File: src/rtl/t_pulse_sequencer_if.sv
`default_nettype none
// ----------------------------------------------------------------------------
// t_pulse_sequencer_if : toggle-request handshake between control and sequencer
// Rev 1.0
// ----------------------------------------------------------------------------
interface t_pulse_sequencer_if #(
  parameter int CNT_W = 8,
  parameter int GAP_W = 4
);
  logic             req_valid;
  logic             req_ready;
  logic [CNT_W-1:0] req_count;
  logic [GAP_W-1:0] req_gap;
  logic             abort;

  modport master (
    output req_valid,
    output req_count,
    output req_gap,
    output abort,
    input  req_ready
  );

  modport slave (
    input  req_valid,
    input  req_count,
    input  req_gap,
    input  abort,
    output req_ready
  );
endinterface
`default_nettype wire

File: src/rtl/t_pulse_sequencer.sv
`default_nettype none
// ----------------------------------------------------------------------------
// t_pulse_sequencer : issues N one-cycle T pulses to a TFF and checks Q parity
// Rev 1.0
// ----------------------------------------------------------------------------
module t_pulse_sequencer #(
  parameter int CNT_W = 8,
  parameter int GAP_W = 4
) (
  input  wire                    clk,
  input  wire                    rst_n,
  t_pulse_sequencer_if.slave     req_if,
  input  wire                    q_i,
  output logic                   t_o,
  output logic                   busy_o,
  output logic                   done_o,
  output logic                   mismatch_o,
  output logic [CNT_W-1:0]       pulses_left_o
);

  localparam logic [2:0] S_IDLE   = 3'd0;
  localparam logic [2:0] S_PULSE  = 3'd1;
  localparam logic [2:0] S_GAP    = 3'd2;
  localparam logic [2:0] S_SETTLE = 3'd3;
  localparam logic [2:0] S_DONE   = 3'd4;

  localparam logic [CNT_W-1:0] CNT_ZERO = '0;
  localparam logic [CNT_W-1:0] CNT_ONE  = CNT_W'(1);
  localparam logic [GAP_W-1:0] GAP_ZERO = '0;
  localparam logic [GAP_W-1:0] GAP_ONE  = GAP_W'(1);

  logic [2:0]       state_q,       state_d;
  logic [CNT_W-1:0] pulses_left_q, pulses_left_d;
  logic [GAP_W-1:0] gap_q,         gap_d;
  logic [GAP_W-1:0] gap_cnt_q,     gap_cnt_d;
  logic             start_q,       start_d;
  logic             parity_q,      parity_d;
  logic             mismatch_q,    mismatch_d;

  logic [CNT_W-1:0] pulses_dec;
  logic             q_expected;

  assign pulses_dec = pulses_left_q - CNT_ONE;
  assign q_expected = start_q ^ parity_q;

  always_comb begin
    state_d       = state_q;
    pulses_left_d = pulses_left_q;
    gap_d         = gap_q;
    gap_cnt_d     = gap_cnt_q;
    start_d       = start_q;
    parity_d      = parity_q;
    mismatch_d    = mismatch_q;

    case (state_q)
      S_IDLE: begin
        if (req_if.req_valid) begin
          gap_d      = req_if.req_gap;
          start_d    = q_i;
          parity_d   = req_if.req_count[0];
          mismatch_d = 1'b0;
          if (req_if.req_count == CNT_ZERO) begin
            pulses_left_d = CNT_ZERO;
            state_d       = S_DONE;
          end else begin
            pulses_left_d = req_if.req_count;
            state_d       = S_PULSE;
          end
        end
      end

      S_PULSE: begin
        // abort outranks the decrement so pulses_left reads zero in DONE
        if (req_if.abort) begin
          pulses_left_d = CNT_ZERO;
          state_d       = S_DONE;
        end else begin
          pulses_left_d = pulses_dec;
          if (pulses_dec == CNT_ZERO) begin
            state_d = S_SETTLE;
          end else if (gap_q == GAP_ZERO) begin
            state_d = S_PULSE;
          end else begin
            gap_cnt_d = gap_q;
            state_d   = S_GAP;
          end
        end
      end

      S_GAP: begin
        if (req_if.abort) begin
          pulses_left_d = CNT_ZERO;
          state_d       = S_DONE;
        end else begin
          gap_cnt_d = gap_cnt_q - GAP_ONE;
          if (gap_cnt_q == GAP_ONE) begin
            state_d = S_PULSE;
          end
        end
      end

      S_SETTLE: begin
        mismatch_d = (q_i != q_expected);
        state_d    = S_DONE;
      end

      S_DONE: begin
        state_d = S_IDLE;
      end

      default: begin
        state_d = S_IDLE;
      end
    endcase
  end

  always_ff @(posedge clk or negedge rst_n) begin
    if (!rst_n) begin
      state_q       <= S_IDLE;
      pulses_left_q <= CNT_ZERO;
      gap_q         <= GAP_ZERO;
      gap_cnt_q     <= GAP_ZERO;
      start_q       <= 1'b0;
      parity_q      <= 1'b0;
      mismatch_q    <= 1'b0;
    end else begin
      state_q       <= state_d;
      pulses_left_q <= pulses_left_d;
      gap_q         <= gap_d;
      gap_cnt_q     <= gap_cnt_d;
      start_q       <= start_d;
      parity_q      <= parity_d;
      mismatch_q    <= mismatch_d;
    end
  end

  // Outputs decode straight from flops so T drops the instant reset asserts
  assign t_o              = (state_q == S_PULSE);
  assign busy_o           = (state_q != S_IDLE);
  assign done_o           = (state_q == S_DONE);
  assign req_if.req_ready = (state_q == S_IDLE);
  assign mismatch_o       = mismatch_q;
  assign pulses_left_o    = pulses_left_q;

endmodule
`default_nettype wire

File: src/flat_wrapper.sv
// flat-port wrapper written by rule: the top's interface ports become plain ports
module t_pulse_sequencer_flat 
#(
  parameter int CNT_W = 8,
  parameter int GAP_W = 4
)
  (clk, rst_n, q_i, t_o, busy_o, done_o, mismatch_o, pulses_left_o, req_if_req_valid, req_if_req_count, req_if_req_gap, req_if_abort, req_if_req_ready);
  t_pulse_sequencer_if #(.CNT_W(CNT_W), .GAP_W(GAP_W)) req_if_i ();
  input  wire clk;
  input  wire rst_n;
  input  wire q_i;
  output logic t_o;
  output logic busy_o;
  output logic done_o;
  output logic mismatch_o;
  output logic [CNT_W-1:0] pulses_left_o;
  input wire logic [$bits(req_if_i.req_valid)-1:0] req_if_req_valid;
  input wire logic [$bits(req_if_i.req_count)-1:0] req_if_req_count;
  input wire logic [$bits(req_if_i.req_gap)-1:0] req_if_req_gap;
  input wire logic [$bits(req_if_i.abort)-1:0] req_if_abort;
  output wire logic [$bits(req_if_i.req_ready)-1:0] req_if_req_ready;
  assign req_if_i.req_valid = req_if_req_valid;
  assign req_if_i.req_count = req_if_req_count;
  assign req_if_i.req_gap = req_if_req_gap;
  assign req_if_i.abort = req_if_abort;
  assign req_if_req_ready = req_if_i.req_ready;
  t_pulse_sequencer #(.CNT_W(CNT_W), .GAP_W(GAP_W)) u_core (.clk(clk), .rst_n(rst_n), .req_if(req_if_i), .q_i(q_i), .t_o(t_o), .busy_o(busy_o), .done_o(done_o), .mismatch_o(mismatch_o), .pulses_left_o(pulses_left_o));
endmodule
File: config.mk
export PLATFORM = sky130hd
export DESIGN_NAME = t_pulse_sequencer_flat
export DESIGN_NICKNAME = d
export VERILOG_FILES = /design/src/rtl/t_pulse_sequencer_if.sv /design/src/rtl/t_pulse_sequencer.sv /design/src/flat_wrapper.sv
export SDC_FILE = /design/constraint.sdc
export NUM_CORES = 1
export LEC_CHECK = 0
export BUFFER_PORTS_ARGS = -buffer_cell sky130_fd_sc_hd__buf_4
export CORE_ASPECT_RATIO = 0.8
export CORE_MARGIN = 10
export CORE_UTILIZATION = 55
export CTS_CLUSTER_SIZE = 8
export DETAILED_ROUTE_END_ITERATION = 7
export GPL_ROUTABILITY_DRIVEN = 0
export HOLD_SLACK_MARGIN = 0.15
export PLACE_DENSITY = 0.8
export SYNTH_ARGS = -nofsm -noshare
export SYNTH_HDL_FRONTEND = slang
export SYNTH_SLANG_ARGS = --single-unit
File: constraint.sdc
create_clock -name clk -period 5.8 [get_ports clk]
set_input_delay 0.58 -clock clk [delete_from_list [all_inputs] [get_ports clk]]
set_output_delay 0.58 -clock clk [all_outputs]
set_load 0.1 [all_outputs]
# == After elaboration in Yosys (flattened, before gate mapping) ==
# Index checks and enable logic that the tools add are counted.
# op_classes
n_reduce_logical,13
n_bitwise,1
muxes,20
n_addsub,2
n_eq_ne,13
# ops
op,n
$mux W8,4
$pmux W8 S3,1
$mux W3,6
$logic_not A8 Y1,2
$mux W4,4
$ne A2 B2 Y1 const B,6
$pmux W3 S4,1
$pmux W4 S2,1
$sub A8 B1 Y8 const B,1
$eq A3 B2 Y1 const B,2
$reduce_and A2 Y1,3
$reduce_bool A3 Y1,2
$reduce_and A5 Y1,1
$eq A4 B1 Y1 const B,1
$logic_not A4 Y1,1
$reduce_bool A2 Y1,2
$sub A4 B1 Y4 const B,1
$eq A3 B1 Y1 const B,1
$eq A3 B3 Y1 const B,1
$logic_not A3 Y1,1
$ne A3 B2 Y1 const B,1
$reduce_and A3 Y1,1
$mux W2,1
$pmux W1 S2,1
3 further kinds,3
# totals
in_bits,17
out_inout_bits,13
wordCells,56
register_bits,22

# == Logic depth before layout (Yosys ltp) ==
# depth
depth_word,5
mapped_depth,9
ltp_nobuf,8

# == Least setup slack after synthesis ==
# No wires, ideal clock.
# synth_path
path_type,reg-to-reg
start,reg u_core.state_q[1]
end,reg u_core.gap_q[0]
path_slack_ns,0.714
n_path_buf,1
arrival_time_ns,4.961
stages_incl_launch_ff,6
cell_sequence,dfrtp_1 buf_2 nor3_1 inv_1 nor2_2 mux2_2
# synth_between
elab_chain_cells,2
# synth_rtl
element,line,text
"start, declared",t_pulse_sequencer.sv:32,"logic [2:0] state_q, state_d;"
"start signal, assigned",t_pulse_sequencer.sv:127,state_q <= state_d;
$logic_not A3 Y1,-,
net req_if_req_ready,flat_wrapper.sv:21,output wire logic [$bits(req_if_i.req_ready)-1:0] req_if_req_ready;
$reduce_and A2 Y1 (no line),-,
"end signal, assigned",t_pulse_sequencer.sv:129,gap_q <= gap_d;
"end, declared",t_pulse_sequencer.sv:34,"logic [GAP_W-1:0] gap_q, gap_d;"
# The timed path passes the listed nets, and every way through them passes these cells.
# A chain may end at the register's enable or synchronous reset.

# == Final worst setup path ==
# layout_path
start,reg u_core.pulses_left_q[0] (netlist: u_core.pulses_left_o[0])
end,reg u_core.gap_cnt_q[2]
# layout_between
elab_chain_cells,4
# layout_rtl
element,line,text
"start, declared",t_pulse_sequencer.sv:33,"logic [CNT_W-1:0] pulses_left_q, pulses_left_d;"
"start signal, assigned",t_pulse_sequencer.sv:128,pulses_left_q <= pulses_left_d;
$sub A8 B1 Y8,t_pulse_sequencer.sv:43,assign pulses_dec = pulses_left_q - CNT_ONE;
$logic_not A8 Y1,t_pulse_sequencer.sv:79,if (pulses_dec == CNT_ZERO) begin
$ne A2 B2 Y1 (no line),-,
$reduce_and A5 Y1 (no line),-,
"end signal, assigned",t_pulse_sequencer.sv:130,gap_cnt_q <= gap_cnt_d;
"end, declared",t_pulse_sequencer.sv:35,"logic [GAP_W-1:0] gap_cnt_q, gap_cnt_d;"
# Every way passes these cells.

==> results.md <==
* Hold_buf cts at 1
* Die H at ~67 um
* Initial antenna violation count at 0
* Final std cells w/o fill at approximately 220
* Max stage delay on crit path at 550 ps
* Syn Std Cell Area at ~0.0015 mm^2
* Synthesized area per cell at between 9 and 10 um^2
* First-pass GRT wire length at about 6200 um
* Synth Area in Simple Gates at 0.196
* GRT Util Overall at 0.144
* DR WL/cell at about 17 um
* Maximum clock rate at ~390 MHz
* Fin Setup TNS at 0 ps
* Min-Delay Path Class: primary input to flip-flop
* IO buf count at 29
* Die width at a little under 80 um
* TritonCTS clock tree: done
* Synth Area in XOR/XNOR at 0.0285
* Vias in the first global route at ~1,300
* Via count at around 1,400
* # DRC at 0
* Synth area leader: dfrtp_1
* Post-CTS sizing at 0
* Die ar. at approximately 0.0052 mm^2
* Final period util at 0.445
* Endpoints failing hold at 0
* Starting DRC count in detailed routing at 90
* Placed wire-length estimate at between 2000 and 3000 um
* CP max stage cell: dfrtp_1
* Slew headroom at 0.645
* CTS clk-pin slew, worst paths at 120 ps
* Num CTS Buffers at 3
* Least-Margin Pin Slew at 529 ps
* # IOs at 30
* Status: finished, final reports clean
* H-tree depth at 1
* Cell count after synthesis at ~160
* Seq/Total Area, Yosys at 0.369
* Distinct cells, synth at 48
* Postcts setup bufs at 0
* Pre-antenna DRT Iters at 6
* Routed WL at about 3800 um
* Crit path time final at between 2000 and 3000 ps
* Fillers at ~210
* Cells along the critical path: inv_1 -> ha_1 -> o21bai_1 -> o21ai_0 -> o2111ai_1 -> o31ai_4 -> a21boi_2 -> o221a_1
* Kind of critical path: flip-flop to flip-flop
* Ant. Diodes at 0
* Final slew viol count at 0
* Mux contribution to synthesized area at 0.0521
* Synth warn at 0
* Largest net degree at the start of global routing at 23
* RSZ-0062 raised after global routing: false
* Area growth syn-to-layout at 16.4%
* Worst EP arrival at 2790 ps
* Setup violators final at 0
* Post-DRT Antenna Nets at 0
* Nets at about 210
* Post-layout worst setup margin at 3220 ps
* Total gr overflow at 0
* R2R setup slack at ~3200 ps
* Post-synth top area share at 0.369
* Syn nets at approximately 180
* Num rows at 16
* DP Area at between 0.0015 and 0.002 mm^2
* Post-synthesis compound-gate area fraction at 0.263
* Core area at 0.00252 mm^2
* Layout cells sized above 1 at 0.286
* Initial core utilization at 0.591
* Main combinational cell family by area after synthesis: compound AO/OA/AOI/OAI gates
* Synth area leaders: dfrtp_1 37%, o21ai_0 6.0%, mux2_2 4.5%
* CP Max Fanout at 9
* Clock skew at 5.89 ps
* Worst EP required at ~6000 ps
* Cells after DPL at 217
* DP Worst Slack at between 3000 and 4000 ps
* Final Instance Area at about 0.0017 mm^2
* Clock tree sinks at 22
* Critical Path End Type: flip-flop
* Max Buffers Root-to-Sink at 2
* Worst skew pair latency at 310 ps
* Adder-cell area share of the yosys netlist at 0.0336
* Vias per inst at between 6 and 7
* Synthesized flop and latch total at 22
* Crit path launch type: flip-flop
* CTS root buffer: clkbuf_4
* Max-Cap Viols at 0
==> worst max-delay path: cells and delay by family (launching register included) <==
family	cells	cell delay (ps)
DFF	1	550
buffers and inverters	1	120
adders and majority gates	1	330
AOI/OAI and AO/OA	6	1480
==> synthesized netlist by cell type (all sizes together) <==
cell     instances
and3             1
ha               4
or4              1
buf              4
a32oi            3
nor3b            2
xor2             1
dfrtp           22
o2111ai          1
mux2i            1
nor3             8
nor4             3
inv              9
a31oi            2
a211oi           3
mux2             6
a221oi           2
o31ai            2
a2111oi          2
a21oi           12
o221a            1
nand2b           3
or2              1
o21bai           1
o21ai           19
or3              1
nand2           10
xnor2            3
nand3            4
nor2            16
o2bb2ai          3
nand3b           1
a21boi           1
o41ai            1
and2b            1
clkbuf           5
a211o            1
==> cell usage in the layout, fill, tap and decap left out, types with 4 or more instances in the layout <==
master,count
buf_4,29
dfrtp_1,22
o21ai_0,18
nor2_1,15
a21oi_1,11
inv_1,9
nand2_1,9
nor3_1,6
mux2_2,6
nand3_1,4
ha_1,4
==> metal layers <==
metal | part of all wire | track usage | routed length [um] | up-vias
met5 | 0 | 0 | 0 | -
met4 | 0.010 | 0.0402 | 38 | 0
met3 | 0.12 | 0.0657 | 437 | 6
met2 | 0.43 | 0.210 | 1630 | 80
met1 | 0.44 | 0.188 | 1660 | 638
li1 | - | - | - | 637
==> kinds of logic after synthesis <==
| group | after synthesis |
|---|---|
| compound gates | 54 |
| xor+xnor | 4 |
| fa+ha+maj | 4 |
| buf+inv | 18 |
| flops | 22 |
| mux | 7 |
| simple gates | 52 |
==> stage by stage <==
stage | hold WS [ps] | utilization
finish | 490 | 0.688
global route | 481 | 0.688
CTS | 489 | 0.688
detailed placement | 488 | 0.675
global placement | 484 | 0.675
floorplan | 284 | -
==> sequential cells by signal, summed over array words and instances, names as in the netlist <==
register              flops
u_core.gap_cnt_q          4
u_core.gap_q              4
u_core.mismatch_o         1
u_core.parity_q           1
u_core.pulses_left_o      8
u_core.start_q            1
u_core.state_q            3
==> cell type report <==
class,count,area [um^2],share of cell area
clock buffers,3,22.5,0.0130
inverters,9,33.8,0.0195
multi-input cells,121,855,0.493
flip-flops and latches,22,551,0.317
well taps,36,45.0,0.0260
repair buffers,30,228,0.131
==> worst paths after layout <==
kind / from / end / cells past startpoint
max: u_core.pulses_left_o[0] / u_core.gap_cnt_q[2] / 8
min: req_if_req_gap[2] / u_core.gap_q[2] / 2
max reg2reg: u_core.pulses_left_o[0] / u_core.gap_cnt_q[2] / 8
min reg2reg: u_core.mismatch_o / u_core.mismatch_o / 2
max in group asynchronous: rst_n / u_core.state_q[1] / 2
min in group asynchronous: rst_n / u_core.pulses_left_o[6] / 2
Power is left out: the tool's default activity adds up to more than one toggle a clock period on the data nets, which glitch-free logic cannot reach.
